### config.mk
export PLATFORM = sky130hd
export DESIGN_NAME = parity_frame_rx
export DESIGN_NICKNAME = d
export VERILOG_FILES = /design/src/rtl/parity_pkg.sv /design/src/rtl/xor_gate.sv /design/src/rtl/parity_frame_rx.sv
export SDC_FILE = /design/constraint.sdc
export NUM_CORES = 1
export LEC_CHECK = 0
export ABC_AREA = 0
export CORE_MARGIN = 3
export CORE_UTILIZATION = 55
export DETAILED_ROUTE_END_ITERATION = 7
export PLACE_DENSITY_LB_ADDON = 0.3
export SETUP_SLACK_MARGIN = 0.05
export SLEW_MARGIN = 20
export SYNTH_ARGS = -nofsm -noshare
export SYNTH_HDL_FRONTEND = slang
export SYNTH_SLANG_ARGS = --single-unit
### constraint.sdc
create_clock -name clk -period 2.6 [get_ports clk]
set_input_delay 0.39 -clock clk [delete_from_list [all_inputs] [get_ports clk]]
set_output_delay 0.39 -clock clk [all_outputs]
set_load 0.05 [all_outputs]
### src/rtl/parity_pkg.sv
// Shared definitions for the serial parity frame receiver: FSM encoding,
// default frame width and the saturating error-counter helper.
package parity_pkg;

    localparam int DEFAULT_DATA_W = 8;
    localparam int ERR_CNT_W      = 8;

    typedef enum logic [1:0] {
        RX_DATA  = 2'd0,
        RX_PAR   = 2'd1,
        OUT_HOLD = 2'd2
    } rx_state_t;

    // Increment that sticks at all-ones instead of wrapping.
    function automatic logic [ERR_CNT_W-1:0] sat_inc(input logic [ERR_CNT_W-1:0] v);
        return (v == {ERR_CNT_W{1'b1}}) ? v : v + 1'b1;
    endfunction

endpackage

### src/rtl/xor_gate.sv
// Two-input XOR used for the running-parity update.
module xor_gate (
    input  logic a,
    input  logic b,
    output logic y
);

    assign y = a ^ b;

endmodule

### src/rtl/parity_frame_rx.sv
// Serial frame receiver: DATA_W data bits LSB first followed by one parity
// bit; presents the assembled word and a parity verdict with a ready/valid handshake.
module parity_frame_rx
    import parity_pkg::*;
#(
    parameter int DATA_W     = DEFAULT_DATA_W,
    parameter bit ODD_PARITY = 1'b0
) (
    input  logic                 clk,
    input  logic                 rst_n,
    input  logic                 bit_in,
    input  logic                 bit_valid,
    output logic                 bit_ready,
    output logic [DATA_W-1:0]    data_out,
    output logic                 parity_err,
    output logic                 out_valid,
    input  logic                 out_ready,
    output logic [ERR_CNT_W-1:0] err_count
);

    localparam int CNT_W = (DATA_W > 1) ? $clog2(DATA_W) : 1;
    localparam logic [CNT_W-1:0] LAST_IDX = CNT_W'(DATA_W - 1);

    rx_state_t             r_state;
    rx_state_t             w_state_nxt;
    logic [CNT_W-1:0]      r_bit_cnt;
    logic                  r_par;
    logic [DATA_W-1:0]     r_shift;
    logic [DATA_W-1:0]     r_data_out;
    logic                  r_parity_err;
    logic                  r_out_valid;
    logic [ERR_CNT_W-1:0]  r_err_count;

    logic                  w_bit_ready;
    logic                  w_accept;
    logic                  w_last_data;
    logic                  w_par_nxt;
    logic                  w_frame_err;

    // Ready depends on state alone so upstream never sees a combinational loop.
    assign w_bit_ready = (r_state != OUT_HOLD);
    assign w_accept    = bit_valid & w_bit_ready;
    assign w_last_data = (r_bit_cnt == LAST_IDX);
    assign w_frame_err = w_par_nxt ^ ODD_PARITY;

    xor_gate u_par_xor (
        .a (r_par),
        .b (bit_in),
        .y (w_par_nxt)
    );

    always_ff @(posedge clk or negedge rst_n) begin
        if (!rst_n) begin
            r_state <= RX_DATA;
        end else begin
            r_state <= w_state_nxt;
        end
    end

    always_comb begin
        w_state_nxt = r_state;
        case (r_state)
            RX_DATA:  if (w_accept && w_last_data) w_state_nxt = RX_PAR;
            RX_PAR:   if (w_accept)                w_state_nxt = OUT_HOLD;
            OUT_HOLD: if (out_ready)               w_state_nxt = RX_DATA;
            default:                               w_state_nxt = RX_DATA;
        endcase
    end

    always_ff @(posedge clk or negedge rst_n) begin
        if (!rst_n) begin
            r_bit_cnt    <= '0;
            r_par        <= 1'b0;
            r_shift      <= '0;
            r_data_out   <= '0;
            r_parity_err <= 1'b0;
            r_out_valid  <= 1'b0;
            r_err_count  <= '0;
        end else begin
            case (r_state)
                RX_DATA: begin
                    if (w_accept) begin
                        r_shift[r_bit_cnt] <= bit_in;
                        r_par              <= w_par_nxt;
                        r_bit_cnt          <= w_last_data ? '0 : r_bit_cnt + 1'b1;
                    end
                end
                RX_PAR: begin
                    if (w_accept) begin
                        r_data_out   <= r_shift;
                        r_parity_err <= w_frame_err;
                        r_out_valid  <= 1'b1;
                        if (w_frame_err) r_err_count <= sat_inc(r_err_count);
                    end
                end
                OUT_HOLD: begin
                    // Result regs keep their value after the handshake; only
                    // the frame accumulators restart.
                    if (out_ready) begin
                        r_out_valid <= 1'b0;
                        r_bit_cnt   <= '0;
                        r_par       <= 1'b0;
                        r_shift     <= '0;
                    end
                end
                default: begin
                    r_out_valid <= 1'b0;
                end
            endcase
        end
    end

    assign bit_ready  = w_bit_ready;
    assign data_out   = r_data_out;
    assign parity_err = r_parity_err;
    assign out_valid  = r_out_valid;
    assign err_count  = r_err_count;

endmodule

[Word-level counts from Yosys, hierarchy flattened]
Index checks and enable logic that the tools add are counted.
Word-level totals
  register bits: 32
  ROM bits: 0
  memories kept: 0
  bits in latches: 0
  output and inout bits: 19
  RAM bits: 0
  input port bits: 5
Operators by class
  multiply operators: 0
  reduce and logical (&&, ||, !) cells: 9
  equal/unequal tests: 9
  shift-type cells: 0
  bitwise operators: 4
  divide/modulo/power cells: 0
  multiplexer cells: 19
  $lt $le $gt $ge: 2
  add/sub/neg operators: 2
Operators with widths (number)
  2-to-1 mux 8 bit: 2
  case mux 8 bit (2 select lines): 1
  inequality test 2 bit, second input constant: 5
  2-to-1 mux 3 bit: 3
  AND reduction 3 bit: 3
  adder 8 x 1 -> 8 bit, second input constant: 1
  bitwise mux 8 bit: 1
  == test 8 bit, second input constant: 1
  2-to-1 mux 2 bit: 3
  case mux 2 bit (3 select lines): 1
  case mux 3 bit (2 select lines): 1
  < comparator 3 x 4 -> 1 bit, second input constant: 1
  2-to-1 mux 1 bit: 4
  AND reduction 4 bit: 1
  adder 3 x 1 -> 3 bit, second input constant: 1
  demux 1 bit (select 3 bit): 1
  == test 3 bit, second input constant: 1
  >= comparator 3 x 1 -> 1 bit, second input constant: 1
  case mux 1 bit (3 select lines): 1
  == test 2 x 1 -> 1 bit, second input constant: 1
  == test 2 bit, second input constant: 1
  logical AND 1 bit: 2
  zero test 2 bit: 1
  inverter 1 bit: 2
  5 further kinds: 5

[Longest topological paths before layout]
Gate-level depths: netlist of run 1.
  word-level depth: 7
  depth in mapped cells: 5
  depth with buffers taken out: 5

[By module]
Synthesis of run 1 repeated with hierarchy kept, for this count alone.
Second synthesis, totals
  cells, all modules: 146
  area, all modules: 1600.3 um^2
By module, submodules not included
  parity_frame_rx: seq. area each 800.8 um^2, area an instance 1591.5 um^2, cells each 145, times used 1
  xor_gate: seq. area each 0.0 um^2, area an instance 8.8 um^2, cells each 1, times used 1

[Worst setup path after synthesis of run 1]
Ideal clock, no wire load.
  path kind: register to register
  start point: reg r_err_count[0] (netlist: err_count[0])
  end point: reg r_err_count[1] (netlist: err_count[1])
  clock period less this slack: 1811 ps
  arrival: 1687 ps
  path buffers: 0
  library setup time: 125 ps
  cell stages (with the launch flop): 5
  setup slack: 789 ps
  path through: dfrtp_1 > ha_1 > and3_1 > a211oi_4 > mux2_2
Between the ends
  longest elaborated chain between the ends: 3
  elaborated cells between the ends (all ways): 4
Ends and longest elaborated chain
  start: declaration: line parity_frame_rx.sv:32  | logic [ERR_CNT_W-1:0] r_err_count;
  start signal: assignment: line parity_frame_rx.sv:93  | if (w_frame_err) r_err_count <= sat_inc(r_err_count);
  branches (longest 3 deep; another with adder 8 x 1 -> 8 bit)
Parallel ways; which one is timed is not known.
A chain may end at the register's enable or synchronous reset.

[Worst setup path after layout of run 1]
  start point: reg r_state[0]
  end point: out bit_ready
Between the ends
  longest elaborated chain between the ends: 1
Ends and longest elaborated chain
  start: declaration: line parity_frame_rx.sv:24  | rx_state_t r_state;
  start signal: assignment: line parity_frame_rx.sv:56  | r_state <= w_state_nxt;
  inequality test 2 bit: line parity_frame_rx.sv:41  | assign w_bit_ready = (r_state != OUT_HOLD);
  end: declaration: line parity_frame_rx.sv:13  | output logic bit_ready,
Every way passes these cells.

==> impl_metrics.py, run 1 <==
metrics = {
    "global_routing": {
        "grt_max_degree": 33,
        "grt_pass1_vias": 1129,
        "grt-ovfl-total": 0,
        "antenna_found_initial": 0,
        "grt_pass1_wl_mm": 5.16,
        "grtUsageTotal_pct": 20.6,
    },
    "synthesis": {
        "synth-simple-area-share_pct": 16.7,
        "synth_top_family_by_area": "simple AND/OR/NAND/NOR gates",
        "synth_edf_count": 0,
        "ys_types": 37,
        "yosys.area_share.adder_pct": 2.43,
        "syn_inst": 144,
        "synth_xor_area_share_pct": 3.40,
        "yosysSeqAreaShare_pct": 51.7,
        "syn_avg_cell_area_um2": 10.7,
        "yosys_warnings": 0,
        "synth_nets": 152,
        "synth_area_um2": 1550,
        "yosys-mux-area-fraction_pct": 7.19,
        "synth-main-ff-cell": "dfrtp_1",
        "synthArstFlopShare_pct": 100,
        "ys_ff_latch": 32,
        "synth_compound_area_share_pct": 16.1,
    },
    "sta": {
        "finalSetupTns_ns": 0,
        "slew-limit-headroom_pct": 64.9,
        "worst_pin_slew_ns": 0.524,
        "hold_violations": 0,
        "fin_skew_ns": 0.00479,
        "grt_setup_unrepaired": "no",
        "fin_crit_ns": 2.24,
        "finalMaxSlewViolations": 0,
        "fin_hold_ws_ns": 0.444,
        "setup_viol": 0,
        "min_period_over_period_pct": 86.0,
        "fmax_mhz": 447,
    },
    "layout": {
        "layout_common_cells": "32 x dfrtp_1, 23 x clkdlybuf4s50_1, 15 x o21ai_0",
        "instances_no_fill": 199,
        "drive_above_1_share_pct": 14.2,
        "nets": 176,
        "area_delta_synth_final_pct": 19.8,
        "fillers": 185,
        "fin_util_pct": 72.2,
        "finalInstanceArea_um2": 1850,
        "multi_input_area_um2": 708,
        "antenna_cells": 0,
        "final_common_cell": "dfrtp_1",
        "area.sequential_um2": 801,
    },
    "pwr": {
        "p_leak_nw": 0.835,
        "p_per_area_nw_per_um2": 1050,
        "ir_drop_v": 0.000885,
    },
    "hold_path": {
        "hold_class": "primary input to asynchronous set/reset pin",
    },
    "clock_network": {
        "cts-root-buf": "clkbuf_4",
        "cts_buffer_depth": 2,
        "cts_tree": "built",
        "post_cts_resize_count": 0,
        "hold_buffers": 0,
        "cts_buffers": 5,
        "clk_pin_slew_worst_paths_ns": 0.09,
        "clock_sinks": 32,
        "post-cts-setup-buffer-count": 0,
        "htreeDepth": 2,
        "clk_latency_ns": 0.34,
    },
    "critical_path": {
        "critPathKind": "flop to primary output",
        "cp.required_ns": 2.21,
        "critPathMaxFanout": 9,
        "startpoint_type": "flop",
        "worstPathArrival_ns": 1.85,
        "worst_setup_path_end_kind": "primary output",
    },
    "floorplan": {
        "io_pins": 24,
        "die_w_um": 59.0,
        "die_h_um": 59.0,
        "initial_core_util_pct": 60.3,
        "core_um2": 2570,
        "dieArea_um2": 3490,
        "num_rows": 18,
    },
    "placed_design": {
        "dp_hpwl_mm": 2.19,
        "place.gp.congestion": 0.829,
        "portBuffers": 23,
        "dp.cells": 191,
        "placed_cell_area_um2": 1800,
    },
    "drt": {
        "wirelength_mm": 3.09,
        "drtIter0Drc": 50,
        "wl_per_cell_um": 15.5,
        "final_antenna_net_count": 0,
        "drc_errors": 0,
        "via_per_inst": 5.94,
        "dr.pass1.iters": 4,
        "vias": 1182,
    },
    "run_status": {
        "status": "completed",
    },
    "flow_run": {
        "maxCapViolCount": 0,
    },
}
[metal layers]
layer | track usage (%) | wire length [um] | up-vias
met5 | 0 | 0 | -
met4 | 12.9 | 99 | 0
met3 | 5.23 | 156 | 10
met2 | 33.8 | 1500 | 32
met1 | 24.1 | 1330 | 579
li1 | - | - | 561
[through the flow]
step / worst slack, ns / power (W)
2_1_floorplan: 0.789 / 0.00139
3_3_place_gp: 0.485 / 0.00161
3_5_place_dp: 0.430 / 0.00166
4_1_cts: 0.367 / 0.00196
5_1_grt: 0.304 / 0.00206
6_report: 0.365 / 0.00194
[synth_stat cells, types with 2 or more instances]
library cell	n	area, um^2
mux2_2	9	101
a21oi_1	10	50.1
nor2_1	10	37.5
buf_2	2	10.0
ha_1	3	37.5
and3_1	2	12.5
a22o_1	3	26.3
clkbuf_2	2	10.0
nand2_1	10	37.5
nand2b_1	3	18.8
nor2b_1	6	37.5
o21ai_0	15	75.1
xnor2_1	5	43.8
dfrtp_1	32	801
a21o_1	2	15.0
nand4_1	3	18.8
clkbuf_1	4	15.0
a31oi_1	2	12.5
nand3_1	3	15.0
[sequential cells by signal (all words and copies together), names as in the netlist]
name	count
r_bit_cnt	3
parity_err	1
r_par	1
err_count	8
r_state	2
r_shift	8
out_valid	1
data_out	8
[final cells by class]
type | count | share of cell area, %
multi-input cells | 103 | 38.2
well taps | 30 | 2.02
inverters | 1 | 0.202
repair buffers | 25 | 13.2
flip-flops and latches | 32 | 43.2
clock buffers | 8 | 3.17
[worst paths after layout]
kind                       depth (start not counted)  slack (ns)  startpoint            to
min reg2reg                                        1        0.50  parity_err    parity_err
max reg2reg                                        4        0.76  r_state[1]  err_count[1]
min in group clk                                   1        0.50  parity_err    parity_err
min                                                2        0.44       rst_n  err_count[6]
max in group asynchronous                          2        1.87       rst_n   data_out[4]
max                                                2        0.36  r_state[0]     bit_ready
[cells by family after synthesis]
family,count (synthesis)
AND/OR/NAND/NOR,45
adder cells (fa/ha/maj),3
XOR/XNOR,6
flip-flops,32
AO/OA/AOI/OAI,39
multiplexers,10
buffers and inverters,9
[worst max-delay path: stages (launching register included)]
cell and delay, ns:
dfrtp_1 0.52, nand2b_1 0.18, clkdlybuf4s50_1 0.82
[power breakdown]
part / leakage, nW / switching, W / internal, W
logic: 0.384 / 0.000481 / 0.000332
registers: 0.418 / 0.000177 / 0.000655
clock network: 0.0326 / 0.000161 / 0.000133
total: 0.835 / 0.000819 / 0.00112
Note: power is estimated with default switching activity, not from simulation.
==> inputs of run 2 (changes only) <==
PLACE_DENSITY = 0.84   (was not set)
PLACE_DENSITY_LB_ADDON = not set   (was 0.3)
==> impl_metrics.py, run 2 (synthesis gave the netlist of run 1 again) <==
metrics = {
    "layout": {
        "fillers": 184,
        "area.sequential_um2": 801,
        "final_common_cell": "dfrtp_1",
        "layout_common_cells": "32 x dfrtp_1, 23 x clkdlybuf4s50_1, 15 x o21ai_0",
        "multi_input_area_um2": 708,
        "drive_above_1_share_pct": 15.4,
        "area_delta_synth_final_pct": 22.2,
        "antenna_cells": 0,
        "nets": 176,
    },
    "sta": {
        "fin_skew_ns": 0.00994,
        "fin_hold_ws_ns": 0.453,
        "finalMaxSlewViolations": 0,
        "min_period_over_period_pct": 84.1,
        "finalSetupTns_ns": 0,
        "fmax_mhz": 458,
        "grt_setup_unrepaired": "no",
        "slew-limit-headroom_pct": 65.3,
        "worst_pin_slew_ns": 0.516,
        "setup_viol": 0,
        "fin_crit_ns": 2.19,
        "hold_violations": 0,
    },
    "clock_network": {
        "cts-root-buf": "clkbuf_4",
        "post_cts_resize_count": 0,
        "clk_latency_ns": 0.33,
        "htreeDepth": 2,
        "post-cts-setup-buffer-count": 0,
        "clock_sinks": 32,
        "cts_buffer_depth": 2,
        "clk_pin_slew_worst_paths_ns": 0.10,
        "cts_tree": "built",
        "hold_buffers": 0,
        "cts_buffers": 5,
    },
    "pwr": {
        "ir_drop_v": 0.000908,
        "p_per_area_nw_per_um2": 1090,
        "p_leak_nw": 0.854,
    },
    "flow_run": {
        "maxCapViolCount": 0,
    },
    "global_routing": {
        "grt_max_degree": 33,
        "grt_pass1_vias": 1175,
        "grtUsageTotal_pct": 20.8,
        "antenna_found_initial": 0,
        "grt-ovfl-total": 0,
        "grt_pass1_wl_mm": 5.36,
    },
    "floorplan": {
        "initial_core_util_pct": 60.3,
        "die_h_um": 59.0,
        "num_rows": 18,
        "dieArea_um2": 3490,
        "core_um2": 2570,
        "die_w_um": 59.0,
        "io_pins": 24,
    },
    "critical_path": {
        "crit_path_top_delay_cell": "clkdlybuf4s50_1",
        "cp.required_ns": 2.21,
        "critPathKind": "flop to primary output",
        "worstPathArrival_ns": 1.80,
        "path_buf_inv": 1,
        "cpPeakStageDelay_ns": 0.80,
        "cp.depth": 2,
        "crit_end": "bit_ready",
        "worst_setup_path_end_kind": "primary output",
        "cp-startpoint": "r_state[0]",
        "crit_family": "buffers and inverters",
        "cp_cell_sequence": "nand2b_1 > clkdlybuf4s50_1",
        "startpoint_type": "flop",
        "worstReg2RegStart": "r_state[1]",
        "r2r_end": "err_count[1]",
        "critPathMaxFanout": 9,
        "worst-r2r-cell-count": 4,
        "reg2reg_slack_ns": 0.87,
    },
    "placed_design": {
        "place.gp.congestion": 0.845,
        "portBuffers": 23,
        "dp_hpwl_mm": 2.15,
    },
    "drt": {
        "wirelength_mm": 3.06,
        "drtIter0Drc": 46,
        "vias": 1191,
        "final_antenna_net_count": 0,
        "via_per_inst": 5.98,
        "wl_per_cell_um": 15.4,
        "dr.pass1.iters": 4,
        "drc_errors": 0,
    },
    "hold_path": {
        "hold_class": "primary input to asynchronous set/reset pin",
    },
    "run_status": {
        "status": "completed",
    },
}
## run 2: worst min path at each step
stage	from	endpoint	slack, ns	depth (start not counted)
2_1_floorplan	rst_n	data_out[0]	0.09	0
6_report	rst_n	r_par	0.45	2
5_1_grt	rst_n	r_par	0.47	2
3_3_place_gp	parity_err	parity_err	0.47	1
4_1_cts	rst_n	r_par	0.45	2
3_5_place_dp	parity_err	parity_err	0.47	1
## run 2: final cells by class
cell class / instances / share of cell area (%)
sequential: 32 / 42.4
clock inverter: 1 / 1.59
tap: 30 / 1.99
clock buffer: 7 / 3.44
inverter: 1 / 0.199
timing repair buffer: 25 / 13.0
multi-input combinational: 103 / 37.5
## run 2: through the flow
step	worst slack (ns)	total power, W	instance area, um^2	std cells	util (%)
final	0.414	0.00205	1890	199	73.6
after global routing	0.319	0.00218	1890	199	73.6
after CTS	0.394	0.00207	1890	199	73.6
after detailed placement	0.445	0.00165	1800	191	69.9
after global placement	0.489	0.00162	1800	191	69.9
after floorplan	0.789	0.00139	1550	144	-
## run 2: layer usage
layer | up-vias | track usage (%) | wire, um
met5 | - | 0 | 0
met4 | 0 | 12.0 | 106
met3 | 13 | 5.88 | 142
met2 | 33 | 32.5 | 1450
met1 | 581 | 25.6 | 1360
li1 | 564 | - | -
## run 2: report_power, final
group	internal, W	switching, W
clock	0.000255	0.000161
combinational	0.000328	0.000483
sequential	0.000655	0.000172
